[src/rtl/cell_split_pkg.sv]
`default_nettype none
// ============================================================================
// Module   : cell_split_pkg
// Brief    : Shared constants, FSM state type and delay-entry record for
//            the combined-to-per-cell sample splitter.
// Revision : 1.0 - initial release
// ============================================================================
package cell_split_pkg;

    localparam int CH_NUM    = 16;
    localparam int MAX_DLY   = 23;

    localparam int c_chnum_w = 4;
    localparam int c_data_w  = 16;
    localparam int c_dly_w   = 5;
    localparam int c_entry_w = 1 + c_chnum_w + c_data_w + 1;

    typedef enum logic [0:0] {
        SEARCH = 1'b0,
        RUN    = 1'b1
    } state_t;

    typedef struct packed {
        logic                 vld;
        logic [c_chnum_w-1:0] chnum;
        logic [c_data_w-1:0]  data;
        logic                 tag;
    } dly_entry_t;

    function automatic logic [c_dly_w-1:0] clamp_dly(
        input logic [c_dly_w-1:0] cfg,
        input int                 max_dly
    );
        if (int'(cfg) > max_dly) begin
            return c_dly_w'(max_dly);
        end
        return cfg;
    endfunction

endpackage
`default_nettype wire

[src/rtl/cell_dly_line.sv]
`default_nettype none
// ============================================================================
// Module   : cell_dly_line
// Brief    : Free-running shift line with a selectable read tap.
// Revision : 1.0 - initial release
// ============================================================================
module cell_dly_line #(
    parameter int DEPTH = 24,
    parameter int WIDTH = 22,
    parameter int SEL_W = 5
) (
    input  logic             clk,
    input  logic             rst_n,
    input  logic [WIDTH-1:0] din,
    input  logic [SEL_W-1:0] sel,
    output logic [WIDTH-1:0] dout
);

    logic [WIDTH-1:0] r_stage [DEPTH];

    // Advances every cycle; idle cycles push empty entries through.
    always_ff @(posedge clk or negedge rst_n) begin
        if (!rst_n) begin
            for (int i = 0; i < DEPTH; i++) begin
                r_stage[i] <= '0;
            end
        end else begin
            r_stage[0] <= din;
            for (int i = 1; i < DEPTH; i++) begin
                r_stage[i] <= r_stage[i-1];
            end
        end
    end

    assign dout = r_stage[sel];

endmodule
`default_nettype wire

[src/rtl/cell_split.sv]
`default_nettype none
// ============================================================================
// Module   : cell_split
// Brief    : Splits combined two-cell samples into a cell0 stream (+1 cycle)
//            and a skew-delayed cell1 stream, tagging each channel's first
//            sample after every 10 ms frame pulse.
// Revision : 1.0 - initial release
// ============================================================================
module cell_split #(
    parameter int CH_NUM  = cell_split_pkg::CH_NUM,
    parameter int MAX_DLY = cell_split_pkg::MAX_DLY
) (
    input  logic        clk,
    input  logic        rst_n,
    input  logic        comb_vld_in,
    input  logic [3:0]  comb_chnum_in,
    input  logic [31:0] comb_data_in,
    input  logic        comb_10ms_timer_in,
    input  logic [4:0]  cfg_cell1_dly,
    output logic        cell0_vld_out,
    output logic [3:0]  cell0_chnum_out,
    output logic [15:0] cell0_data_out,
    output logic        cell0_10ms_timer,
    output logic        cell1_vld_out,
    output logic [3:0]  cell1_chnum_out,
    output logic [15:0] cell1_data_out,
    output logic        cell1_10ms_timer,
    output logic        chnum_err,
    output logic        sync_lost
);

    import cell_split_pkg::*;

    state_t              r_state;
    state_t              w_state_nxt;
    logic [CH_NUM-1:0]   r_pend;
    logic [CH_NUM-1:0]   w_pend_nxt;
    logic [CH_NUM-1:0]   w_ch_onehot;
    logic                w_legal;
    logic                w_accept;
    logic                w_tag;
    logic                w_sync_hit;
    logic                w_chnum_bad;
    logic                r_sync_lost;
    logic                r_chnum_err;
    dly_entry_t          w_entry0;
    dly_entry_t          w_entry1;
    dly_entry_t          r_cell0;
    dly_entry_t          w_cell1;
    logic [c_dly_w-1:0]  w_cfg_clamped;
    logic [c_dly_w-1:0]  r_tap;
    logic [c_dly_w-1:0]  r_dly_new;
    logic [c_dly_w-1:0]  r_flush_cnt;

    assign w_legal       = ({1'b0, comb_chnum_in} < 5'(CH_NUM));
    assign w_ch_onehot   = CH_NUM'(1) << comb_chnum_in;
    assign w_cfg_clamped = clamp_dly(cfg_cell1_dly, MAX_DLY);

    always_ff @(posedge clk or negedge rst_n) begin
        if (!rst_n) begin
            r_state <= SEARCH;
        end else begin
            r_state <= w_state_nxt;
        end
    end

    // A sample coinciding with a pulse in RUN opens the new frame, so it is
    // tagged and its channel is immediately cleared from the reloaded vector.
    always_comb begin
        w_state_nxt = r_state;
        w_pend_nxt  = r_pend;
        w_accept    = 1'b0;
        w_tag       = 1'b0;
        w_sync_hit  = 1'b0;
        w_chnum_bad = 1'b0;
        case (r_state)
            SEARCH: begin
                if (comb_10ms_timer_in) begin
                    w_state_nxt = RUN;
                    w_pend_nxt  = '1;
                end
            end
            RUN: begin
                w_accept    = comb_vld_in & w_legal;
                w_chnum_bad = comb_vld_in & ~w_legal;
                if (comb_10ms_timer_in) begin
                    w_sync_hit = |r_pend;
                    w_pend_nxt = '1;
                    w_tag      = 1'b1;
                end else begin
                    w_tag = |(r_pend & w_ch_onehot);
                end
                if (w_accept) begin
                    w_pend_nxt = w_pend_nxt & ~w_ch_onehot;
                end
            end
            default: begin
                w_state_nxt = SEARCH;
            end
        endcase
    end

    always_comb begin
        w_entry0 = '0;
        w_entry1 = '0;
        if (w_accept) begin
            w_entry0.vld   = 1'b1;
            w_entry0.chnum = comb_chnum_in;
            w_entry0.data  = comb_data_in[15:0];
            w_entry0.tag   = w_tag;
            w_entry1       = w_entry0;
            w_entry1.data  = comb_data_in[31:16];
        end
    end

    always_ff @(posedge clk or negedge rst_n) begin
        if (!rst_n) begin
            r_pend      <= '0;
            r_cell0     <= '0;
            r_sync_lost <= 1'b0;
            r_chnum_err <= 1'b0;
        end else begin
            r_pend      <= w_pend_nxt;
            r_cell0     <= w_entry0;
            r_sync_lost <= r_sync_lost | w_sync_hit;
            r_chnum_err <= w_chnum_bad;
        end
    end

    // A new delay takes effect only after the old tap has drained the
    // entries already in the line (old-D cycles after the pulse).
    always_ff @(posedge clk or negedge rst_n) begin
        if (!rst_n) begin
            r_tap       <= '0;
            r_dly_new   <= '0;
            r_flush_cnt <= '0;
        end else if (comb_10ms_timer_in) begin
            r_dly_new <= w_cfg_clamped;
            if (r_tap == '0) begin
                r_tap       <= w_cfg_clamped;
                r_flush_cnt <= '0;
            end else begin
                r_flush_cnt <= r_tap;
            end
        end else if (r_flush_cnt != '0) begin
            r_flush_cnt <= r_flush_cnt - 1'b1;
            if (r_flush_cnt == c_dly_w'(1)) begin
                r_tap <= r_dly_new;
            end
        end
    end

    cell_dly_line #(
        .DEPTH (MAX_DLY + 1),
        .WIDTH (c_entry_w),
        .SEL_W (c_dly_w)
    ) u_cell1_line (
        .clk   (clk),
        .rst_n (rst_n),
        .din   (w_entry1),
        .sel   (r_tap),
        .dout  (w_cell1)
    );

    assign cell0_vld_out    = r_cell0.vld;
    assign cell0_chnum_out  = r_cell0.chnum;
    assign cell0_data_out   = r_cell0.data;
    assign cell0_10ms_timer = r_cell0.tag;

    assign cell1_vld_out    = w_cell1.vld;
    assign cell1_chnum_out  = w_cell1.chnum;
    assign cell1_data_out   = w_cell1.data;
    assign cell1_10ms_timer = w_cell1.tag;

    assign chnum_err        = r_chnum_err;
    assign sync_lost        = r_sync_lost;

endmodule
`default_nettype wire

[config.mk]
export PLATFORM = sky130hd
export DESIGN_NAME = cell_split
export DESIGN_NICKNAME = d
export VERILOG_FILES = /design/src/rtl/cell_split_pkg.sv /design/src/rtl/cell_dly_line.sv /design/src/rtl/cell_split.sv
export SDC_FILE = /design/constraint.sdc
export NUM_CORES = 1
export LEC_CHECK = 0
export CAP_MARGIN = 20
export CORE_UTILIZATION = 25
export DETAILED_ROUTE_END_ITERATION = 8
export REMOVE_ABC_BUFFERS = 1
export SYNTH_ARGS = -nofsm -noshare
export SYNTH_HDL_FRONTEND = slang
export SYNTH_SLANG_ARGS = --single-unit
[constraint.sdc]
create_clock -name clk -period 5.51 [get_ports clk]
set_input_delay 1.3775 -clock clk [delete_from_list [all_inputs] [get_ports clk]]
set_output_delay 1.3775 -clock clk [all_outputs]
set_load 0.02 [all_outputs]
# Word level (Yosys, flattened, before mapping)
# Index checks and enable logic that the tools add are counted.
# totals
reg_bits	583
latch_bits	0
mem_bits_rw	0
rom_bits	0
input_bits	45
output_inout_bits	46
wordCells	79
memories	0
# op_classes
addsub	1
multipliers	0
div	0
n_lt_le_gt_ge	2
eq_ne	2
n_shift	1
n_mux	26
bitwise_logic	6
n_reduce_logical	7
# ops
op	count
$bmux W22 S5	1
$mux W22	4
$mux W16	3
$mux W5	9
$and A16 B16 Y16	2
$pmux W16 S2	1
$reduce_or A16 Y1	2
$not A16 Y16	1
$shl A1 B4 Y16 const A	1
$mux W1	8
$ge A6 B6 Y1 const B	1
$not A5 Y6	1
$eq A5 B1 Y1 const B	1
$gt A5 B5 Y1 const B	1
$logic_not A5 Y1	1
$reduce_bool A5 Y1	1
$sub A5 B1 Y5 const B	1
$reduce_bool A2 Y1	2
$reduce_and A3 Y1	1
$ne A2 B1 Y1 const B	1
$not A1 Y1	1
$or A1 B1 Y1	1

# Depth between registers and ports, before layout
# Gate-level depths: netlist of run 1.
# logic_depth
ltp_word	6
mapped_depth	8
depth_no_buf	5

# Hierarchy
# From an unflattened synthesis of run 1, not the netlist that was laid out.
# unflattened
hier_cells	1247
area_unflattened_um2	20139.3
# modules_own_cells
mod	instances	cells_each	area_per_inst_um2	seq_area_each_um2
cell_dly_line	1	1030	17738.3	13212.7
cell_split	1	217	2401.1	1376.3

# Least setup slack after synthesis of run 1
# No wires, ideal clock.
# synth_timing
path_type	register to output
startpoint	register r_tap[0]
endpoint	output cell1_chnum_out[3]
t_arrival_ns	1.672
required_ns	4.133
path_slack_ns	2.461
stages_incl_launch_ff	7
n_path_buf	3
path_cell_list	dfrtp_1 -> buf_6 -> buf_6 -> buf_6 -> mux4_2 -> a22oi_1 -> o211ai_1
# synth_via
elab_chain_cells	4
# synth_lines
element	line_no	source
start: declaration	cell_split.sv:51	logic [c_dly_w-1:0] r_tap;
start signal: assignment	cell_split.sv:140	r_tap <= w_cfg_clamped;
start signal: assignment	cell_split.sv:148	r_tap <= r_dly_new;
$not A5 Y6 (not written as such)	cell_dly_line.sv:35	assign dout = r_stage[sel];
$bmux W22 S5	cell_dly_line.sv:35	
$mux W22 (not written as such) (2 in a row)	cell_dly_line.sv:35	
end: declaration	cell_split.sv:25	output logic [3:0] cell1_chnum_out,
# Every way passes these cells. The select of a mux whose other input is x is not followed.

# Worst setup path in the final report of run 1
# layout_timing
startpoint	register r_tap[1]
endpoint	output cell1_vld_out
# layout_via
elab_chain_cells	4
# layout_lines
element	line_no	source
$not A5 Y6 (not written as such)	cell_dly_line.sv:35	
$bmux W22 S5	cell_dly_line.sv:35	
$mux W22 (not written as such) (2 in a row)	cell_dly_line.sv:35	
end: declaration	cell_split.sv:24	output logic cell1_vld_out,
# Every way passes these cells. The select of a mux whose other input is x is not followed.

==> flow_summary.toml, run 1 <==
[setup_path]
cp.required_ps = 4130
crit_path_end_kind = "output pin"
path_cells = "inv_2 > o211ai_1 > a31oi_1 > o21ai_1 > clkdlybuf4s50_1"
rrSetupSlack_ps = 3100
critPathArrivalTime_ps = 3490
slowest_stage = "dfrtp_2"
startpoint_type = "flop"
worstReg2RegStart = "r_tap[1]"
critPathKind = "reg2out"
r2r-end = "r_tap[2]"
max_stage_delay_ps = 910
cp_max_fo = 32
ff2ff_path_depth = 5

[global_route]
grt_overflow_total = 0
antenna_found_initial = 1
grt_max_degree = 122
grt_pass1_wl_um = 67970
grt_pass1_vias = 11243
grt_usage_pct = 10.64

[hold_path]
hold_start = "u_cell1_line.r_stage[221]"
min_path_cells = 0
hold_class = "reg2reg"
min_to = "u_cell1_line.r_stage[199]"

[timing]
fin_crit_sh_pct = 88.27
rsz0062_at_grt = "no"
fin_skew_ps = 24.10
timing.final.ws_setup_ps = 646.4
setup_viol = 0
final_max_slew_viol_count = 0
hold_viol = 0
worst_hold_slack_ps = 350.1
period_needed_ps = 4864
fmax_mhz = 205.6
worst_slew_margin_rel_pct = 28.68
worstMarginPinSlew_ps = 1070

[logic_synthesis]
synth_compound_area_share_pct = 4.958
netlist_instances = 1131
seq_area_frac_synth_pct = 72.34
ys_ff_latch = 577
synthArstFlopShare_pct = 100.0
synth_ff_type = "dfrtp_1"
synth_area_per_cell_sq_um = 17.65
yosys_warnings = 0
synth-adder-area-share_pct = 0.1881
synth_cell_type_count = 45
muxShareOfSynthArea_pct = 16.76
synth_area_sq_um = 19960
synth_top_family_by_area = "multiplexers"
synth-xor-area-share_pct = 0.08776
synthSimpleGateAreaFrac_pct = 3.329
synth_edf_count = 0

[layout]
fin_nets = 1279
post-route-util_pct = 30.61
area_delta_synth_final_pct = 21.14
drive_above_1_share_pct = 19.25
fill_cells = 7678
instances_no_fill = 2328
antenna_cells = 0

[die]
initial_utilization_pct = 25.27
core-area_sq_um = 79000
fp.dieW_um = 284.6
io_pins = 91
dieArea_sq_um = 80970
row_count = 103
die_h_um = 284.6

[routing]
drc = 0
postRouteAntennaNets = 0
drt-initial-drc-count = 758
vias = 10238
dr.pass1.iters = 4
wl_per_cell_um = 18.05
via_per_inst = 4.398
routed_wirelength_um = 42030

[clock_tree]
clk_latency_ps = 620
max-clock-path-buffers = 3
root_buffer = "clkbuf_16"
htreeDepth = 2
cts_tree = "yes"
cts_setup_buffers = 0
cts_buffers = 59
clk_pin_slew_ps = 60
ctsResizeCount = 0
cts_hold_buf = 0
clock_sinks = 577

[placed_design]
post-place-ws_ps = 1201
gp_congestion = 0.7381
placed_cells = 2220
portBuffers = 89
dpl.hpwl_um = 25280

[pwr]
leakagePower_nw = 10.80
ir_drop_mv = 0.2699
cellPowerDensity_nw_per_um2 = 510.7

[run]
drv_cap = 0

[status]
outcome = "finished clean"
==> cell families after synthesis <==
family	Yosys count
muxes	206
xor gates and xnor gates	2
DFF	577
other	1
and+or+nand+nor	120
buffers and inverters	79
adders and majority gates	3
AOI/OAI and AO/OA	143
==> stage by stage <==
stage	total power, W	instance area, sq um	TNS [ps]
3_3_place_gp	0.008125	22000	0
3_5_place_dp	0.008167	22000	0
2_1_floorplan	0.007072	19520	-78700
5_1_grt	0.01297	24180	0
4_1_cts	0.01260	24180	0
6_report	0.01235	24180	0
==> layout make-up <==
cell class              count  area [sq um]  share of cell area (%)
clock buffers              81          1739                   7.193
multi-input cells         475          5061                   20.93
repair buffers            111          1156                   4.781
well taps                1050          1314                   5.433
inverters                   7         26.28                  0.1087
flip-flops and latches    577         14450                   59.75
clock inverters            27         435.4                   1.801
==> synthesized netlist by cell type (all sizes together) (2+ instances only) <==
cell | count | area (sq um)
ha | 3 | 37.54
nand3 | 7 | 35.03
mux4 | 102 | 2297
mux2i | 98 | 980.9
o22a | 9 | 78.83
a21oi | 23 | 115.1
xor2 | 2 | 17.52
clkbuf | 28 | 105.1
nor2b | 5 | 31.28
mux2 | 6 | 67.56
o21ai | 23 | 115.1
a31oi | 13 | 81.33
and2 | 5 | 31.28
nor3 | 4 | 20.02
nand2b | 15 | 93.84
nor4 | 8 | 50.05
o32a | 2 | 20.02
nand2 | 11 | 41.29
dfrtp | 577 | 14440
or2 | 2 | 12.51
nor2 | 23 | 88.84
o211ai | 26 | 195.2
a311oi | 3 | 26.28
a22oi | 20 | 150.1
a221oi | 9 | 78.83
a22o | 10 | 87.58
inv | 7 | 26.28
buf | 44 | 331.6
and3 | 36 | 225.2
==> placed cells by master, fill, tap and decap left out, drive strengths merged, types with 24 or more instances in the layout <==
cell	count
mux2i	98
o211ai	26
mux4	102
buf	24
clkdlybuf4s50	87
clkbuf	81
and3	36
dfrtp	577
==> critical path: cells and delay by family (launching register included) <==
family          cells  cell delay, ps
flops               1             910
compound gates      3             660
buf+inv             2            1280
==> registers in the layout, indices dropped and copies added (netlist names) <==
register	count
r_pend	16
u_cell1_line.r_stage	527
r_tap	5
r_state	1
cell0_data_out	16
sync_lost	1
cell0_vld_out	1
r_dly_new	5
r_flush_cnt	5
==> power by group <==
group          switching [W]  internal [W]
Clock                0.00167       0.00268
Combinational        0.00171       0.00148
Sequential          0.000300       0.00450
==> metal layers <==
metal | wire length [um] | GRT usage (%)
met1 | 19250 | 15.04
met2 | 19940 | 16.42
met3 | 1797 | 1.942
met4 | 1042 | 3.589
met5 | 0 | 0
==> worst max path at each step <==
stage	slack [ps]	cells past startpoint	from	endpoint
after floorplan	-3180	4	r_tap[0]	cell1_chnum_out[0]
after global placement	1250	4	r_tap[1]	cell1_10ms_timer
after detailed placement	1200	4	r_tap[1]	cell1_chnum_out[2]
after CTS	500	4	r_tap[1]	cell1_chnum_out[2]
after global routing	440	5	r_tap[1]	cell1_data_out[6]
final	650	5	r_tap[1]	cell1_vld_out
Power figures use the tool's default switching activity.
==> run 2: changes to the inputs <==
--- a/config.mk
+++ b/config.mk
@@ -6,9 +6,13 @@
 export NUM_CORES = 1
 export LEC_CHECK = 0
 export CAP_MARGIN = 20
+export CELL_PAD_IN_SITES_DETAIL_PLACEMENT = 0
+export CELL_PAD_IN_SITES_GLOBAL_PLACEMENT = 2
 export CORE_UTILIZATION = 25
 export DETAILED_ROUTE_END_ITERATION = 8
+export PLACE_DENSITY_LB_ADDON = 0.1
 export REMOVE_ABC_BUFFERS = 1
+export SLEW_MARGIN = 10
 export SYNTH_ARGS = -nofsm -noshare
 export SYNTH_HDL_FRONTEND = slang
 export SYNTH_SLANG_ARGS = --single-unit
==> constraint.sdc (replaced) <==
create_clock -name clk -period 6.1 [get_ports clk]
set_input_delay 1.525 -clock clk [delete_from_list [all_inputs] [get_ports clk]]
set_output_delay 1.525 -clock clk [all_outputs]
set_load 0.02 [all_outputs]
==> flow_summary.toml, run 2 (synthesis results as in run 1) <==
[status]
outcome = "finished clean"

[pwr]
cellPowerDensity_nw_per_um2 = 466.2
ir_drop_mv = 0.2168
leakagePower_nw = 10.88
p_total_w = 0.01134
p_int_w = 0.007853
seq_power_share_pct = 38.1
netSwitchingPower_w = 0.003486
combPwrFrac_pct = 26.6
clkPwrFrac_pct = 35.3
power.share.switching_pct = 30.74

[setup_path]
cp_max_fo = 34
crit_buf_inv = 2
crit_path_end_kind = "output pin"
critPathKind = "reg2out"
slowest_stage = "dfrtp_4"
max_stage_delay_ps = 900
cp.required_ps = 4580
startpoint_type = "flop"
critPathArrivalTime_ps = 3600
crit_family = "buffers and inverters"
path_cells = "buf_4 > mux4_2 > a22oi_1 > o211ai_1 > clkdlybuf4s50_1"

[die]
row_count = 103
initial_utilization_pct = 25.27
dieArea_sq_um = 80970
die_h_um = 284.6
core-area_sq_um = 79000
fp.dieW_um = 284.6
io_pins = 91

[layout]
layout_commonest_cell = "dfrtp_1"
fin_nets = 1303
drive_above_1_share_pct = 20.08
regMostFlops = "u_cell1_line.r_stage"
final_cell_mix = "573 x dfrtp_1, 102 x mux4_2, 98 x mux2i_1, 87 x clkdlybuf4s50_1, 73 x clkbuf_16"
instances_no_fill = 2356
largest_reg_flops = 527
area_delta_synth_final_pct = 21.87

[timing]
period_needed_ps = 5124
fmax_mhz = 195.2
fin_skew_ps = 18.60
worst_slew_margin_rel_pct = 37.55
worst_hold_slack_ps = 364.1
rsz0062_at_grt = "no"
setup_viol = 0
hold_viol = 0
fin_crit_sh_pct = 84.00
final_max_slew_viol_count = 0
worstMarginPinSlew_ps = 936.7
finalSetupTns_ps = 0

[clock_tree]
cts_tree = "yes"
root_buffer = "clkbuf_16"
max-clock-path-buffers = 3
clk_latency_ps = 590
htreeDepth = 3
cts_buffers = 71
cts_hold_buf = 0
clock_sinks = 577
cts_setup_buffers = 0
clk_pin_slew_ps = 60
ctsResizeCount = 0

[placed_design]
placed_cells = 2232
portBuffers = 89
dpl.hpwl_um = 27860
gp_congestion = 0.6881

[global_route]
grt_usage_pct = 12.21
grt_overflow_total = 0
antenna_found_initial = 1
grt_pass1_wl_um = 75310
grt_pass1_vias = 11775
grt_max_degree = 126

[run]
drv_cap = 0

[routing]
dr.pass1.iters = 4
drt-initial-drc-count = 544
vias = 10220
wl_per_cell_um = 20.20
routed_wirelength_um = 47590
postRouteAntennaNets = 0
drc = 0
via_per_inst = 4.338

[hold_path]
hold_class = "reg2reg"
-- run 2: cell types whose count changed in the layout (fill, tap and decap cells not counted), sizes merged --
cell      change
inv           -4
diode         +1
bufinv        -9
clkinvlp      +2
clkbuf       +23
clkinv        +3
buf          +12
-- run 2: power by group through the flow --
stage                     Sequential (W)  Clock (W)  Combinational (W)
after CTS                        0.00434    0.00418            0.00314
after detailed placement         0.00440          0            0.00313
final                            0.00432    0.00400            0.00301
after global placement           0.00440          0            0.00315
after floorplan                  0.00457          0            0.00186
after global routing             0.00437    0.00433            0.00329
-- run 2: path summary, 6_finish.rpt --
path / start / end / slack (ps) / cells past startpoint
max in group asynchronous: rst_n / u_cell1_line.r_stage[470] / 3810 / 2
min: u_cell1_line.r_stage[343] / u_cell1_line.r_stage[321] / 360 / 0
min in group asynchronous: rst_n / u_cell1_line.r_stage[495] / 950 / 1
max reg2reg: r_tap[0] / r_tap[2] / 3690 / 5
min reg2reg: u_cell1_line.r_stage[343] / u_cell1_line.r_stage[321] / 360 / 0
max: r_tap[0] / cell1_chnum_out[3] / 980 / 5
-- run 2: routing by layer --
| layer | vias up | global-route usage, % | wire [um] |
|---|---|---|---|
| li1 | 4431 | - | - |
| met1 | 5500 | 17.44 | 23070 |
| met2 | 200 | 18.23 | 21370 |
| met3 | 89 | 2.745 | 1823 |
| met4 | 0 | 4.086 | 1320 |
| met5 | - | 0 | 0 |
-- run 2: worst register-to-register path, stage by stage, from the launching register on --
cell and delay, ps:
dfrtp_4 750, buf_12 310, nor2_1 390, a32oi_1 190, nor2_2 290, mux2_2 380
-- run 2: per-stage QoR --
| stage | setup slack (ps) | util, % | area (sq um) |
|---|---|---|---|
| global placement | 1441 | 27.97 | 22100 |
| finish | 976.2 | 30.79 | 24330 |
| floorplan | -2739 | - | 19520 |
| CTS | 782.6 | 30.79 | 24320 |
| global route | 673.1 | 30.79 | 24320 |
| detailed placement | 1441 | 27.97 | 22100 |
-- run 2: layout make-up --
cell class | count | area [sq um]
Tap cell | 1050 | 1314
Clock inverter | 19 | 133.9
Sequential cell | 577 | 14450
Inverter | 7 | 26.28
Antenna cell | 1 | 2.502
Multi-Input combinational cell | 475 | 5061
Fill cell | 7774 | 54670
Timing Repair Buffer | 123 | 1246
Clock buffer | 104 | 2093
==> run 3: changes to the inputs <==
==> constraint.sdc (replaced) <==
create_clock -name clk -period 4.6 [get_ports clk]
set_input_delay 1.15 -clock clk [delete_from_list [all_inputs] [get_ports clk]]
set_output_delay 1.15 -clock clk [all_outputs]
set_load 0.02 [all_outputs]
==> flow_summary.toml, run 3 (synthesis results as in run 1) <==
[layout]
largest_reg_flops = 527
final_cell_mix = "573 x dfrtp_1, 102 x mux4_2, 98 x mux2i_1, 83 x clkdlybuf4s50_1, 70 x clkbuf_16"
area_delta_synth_final_pct = 22.62
regMostFlops = "u_cell1_line.r_stage"
fin_nets = 1315
post-route-util_pct = 30.98
layout_commonest_cell = "dfrtp_1"
drive_above_1_share_pct = 20.79

[global_route]
grt_max_degree = 121
grt_pass1_vias = 11755
grt_pass1_wl_um = 75570
grt_usage_pct = 12.23
antenna_found_initial = 3
grt_overflow_total = 0

[timing]
final_max_slew_viol_count = 0
fin_skew_ps = 15.49
worstMarginPinSlew_ps = 1038
setup_viol = 0
fmax_mhz = 229.5
period_needed_ps = 4357
timing.final.ws_setup_ps = 242.7
hold_viol = 0
worst_slew_margin_rel_pct = 30.79
rsz0062_at_grt = "no"
fin_crit_sh_pct = 94.72

[clock_tree]
clk_pin_slew_ps = 60
cts_buffers = 69
clock_sinks = 577
cts_tree = "yes"
max-clock-path-buffers = 3
root_buffer = "clkbuf_16"
htreeDepth = 3
clk_latency_ps = 590
cts_hold_buf = 0

[routing]
routed_wirelength_um = 47550
route.met3.wl_um = 2280
highest_layer = "met4"
drt-initial-drc-count = 503
vias = 10296
dr.pass1.iters = 6
wl_per_cell_um = 20.07
dr_wl_met2_um = 21590
wl_met1_um = 22670
drc = 0
via_per_inst = 4.346
postRouteAntennaNets = 0

[setup_path]
critPathArrivalTime_ps = 3210
critPathLaunch = "r_tap[0]"
startpoint_type = "flop"
critPathKind = "reg2out"
worstReg2RegStart = "r_tap[0]"
crit_path_end_kind = "output pin"
crit_end = "cell1_data_out[14]"
cp.required_ps = 3450
ff2ff_path_depth = 5
cp_max_fo = 26
r2r-end = "r_tap[1]"
rrSetupSlack_ps = 2180

[die]
die_h_um = 284.6
dieArea_sq_um = 80970
core-area_sq_um = 79000
row_count = 103
io_pins = 91
initial_utilization_pct = 25.27
fp.dieW_um = 284.6

[pwr]
clkPwrFrac_pct = 35.1
cellPowerDensity_nw_per_um2 = 618.7
ir_drop_mv = 0.2831
power.share.switching_pct = 30.79
netSwitchingPower_w = 0.004663
leakagePower_nw = 10.97
p_int_w = 0.01048
combPwrFrac_pct = 27.3
seq_power_share_pct = 37.6

[run]
drv_cap = 0

[placed_design]
gp_congestion = 0.7036
post-place-ws_ps = 524.4
portBuffers = 89
dpl.hpwl_um = 28890

[hold_path]
hold_class = "reg2reg"
hold_start = "u_cell1_line.r_stage[141]"

[status]
outcome = "finished clean"
[run 3: cell type report]
cell class                      count  area, sq um
Antenna cell                        1        2.502
Sequential cell                   577        14450
Clock inverter                     17        188.9
Inverter                            7        26.28
Fill cell                        7704        54520
Timing Repair Buffer              137         1411
Tap cell                         1050         1314
Clock buffer                      105         2023
Multi-Input combinational cell    475         5061
[run 3: worst max-delay path, stage by stage, from the launching register on]
cell,delay (ps)
dfrtp_4,680
buf_12,290
mux4_2,530
a22o_1,240
a31oi_1,160
o21ai_1,140
clkdlybuf4s50_1,560
[run 3: how the worst min path moves through the flow]
stage,end,slack [ps],cells after the start
2_1_floorplan,u_cell1_line.r_stage[0],350,0
3_3_place_gp,u_cell1_line.r_stage[217],350,0
3_5_place_dp,u_cell1_line.r_stage[276],350,0
4_1_cts,u_cell1_line.r_stage[500],360,0
5_1_grt,u_cell1_line.r_stage[500],370,0
6_report,u_cell1_line.r_stage[119],360,0
[run 3: what timing repair did]
action / CTS / global route
setup endpoints to repair: 10 / 2
pin swaps: 0 / 0
gates resized for setup: 0 / 2
cloned: 0 / 0
setup buffers: 1 / 0
[run 3: power by group through the flow]
stage	clock network, W	registers [W]	logic (W)
floorplan	0	0.00600	0.00225
global placement	0	0.00583	0.00426
finish	0.00532	0.00569	0.00413
detailed placement	0	0.00583	0.00425
CTS	0.00555	0.00571	0.00431
global route	0.00576	0.00575	0.00450
[run 3: per-layer routing]
layer  track usage [%]  vias up
li1                  -     4448
met1             17.60     5571
met2             18.40      207
met3             2.400       70
met4             4.086        0
met5                 0        -
[run 3: through the flow]
stage                     hold slack, ps  cell area (sq um)  total power (W)  setup TNS, ps  cells
after floorplan                    348.8              19520         0.008245         -99170   1059
after global placement             352.0              22230          0.01009              0   2245
after detailed placement           354.3              22230          0.01008              0   2245
after CTS                          359.9              24470          0.01557              0   2368
after global routing               366.9              24470          0.01601              0   2368
final                              359.9              24480          0.01514              0   2369
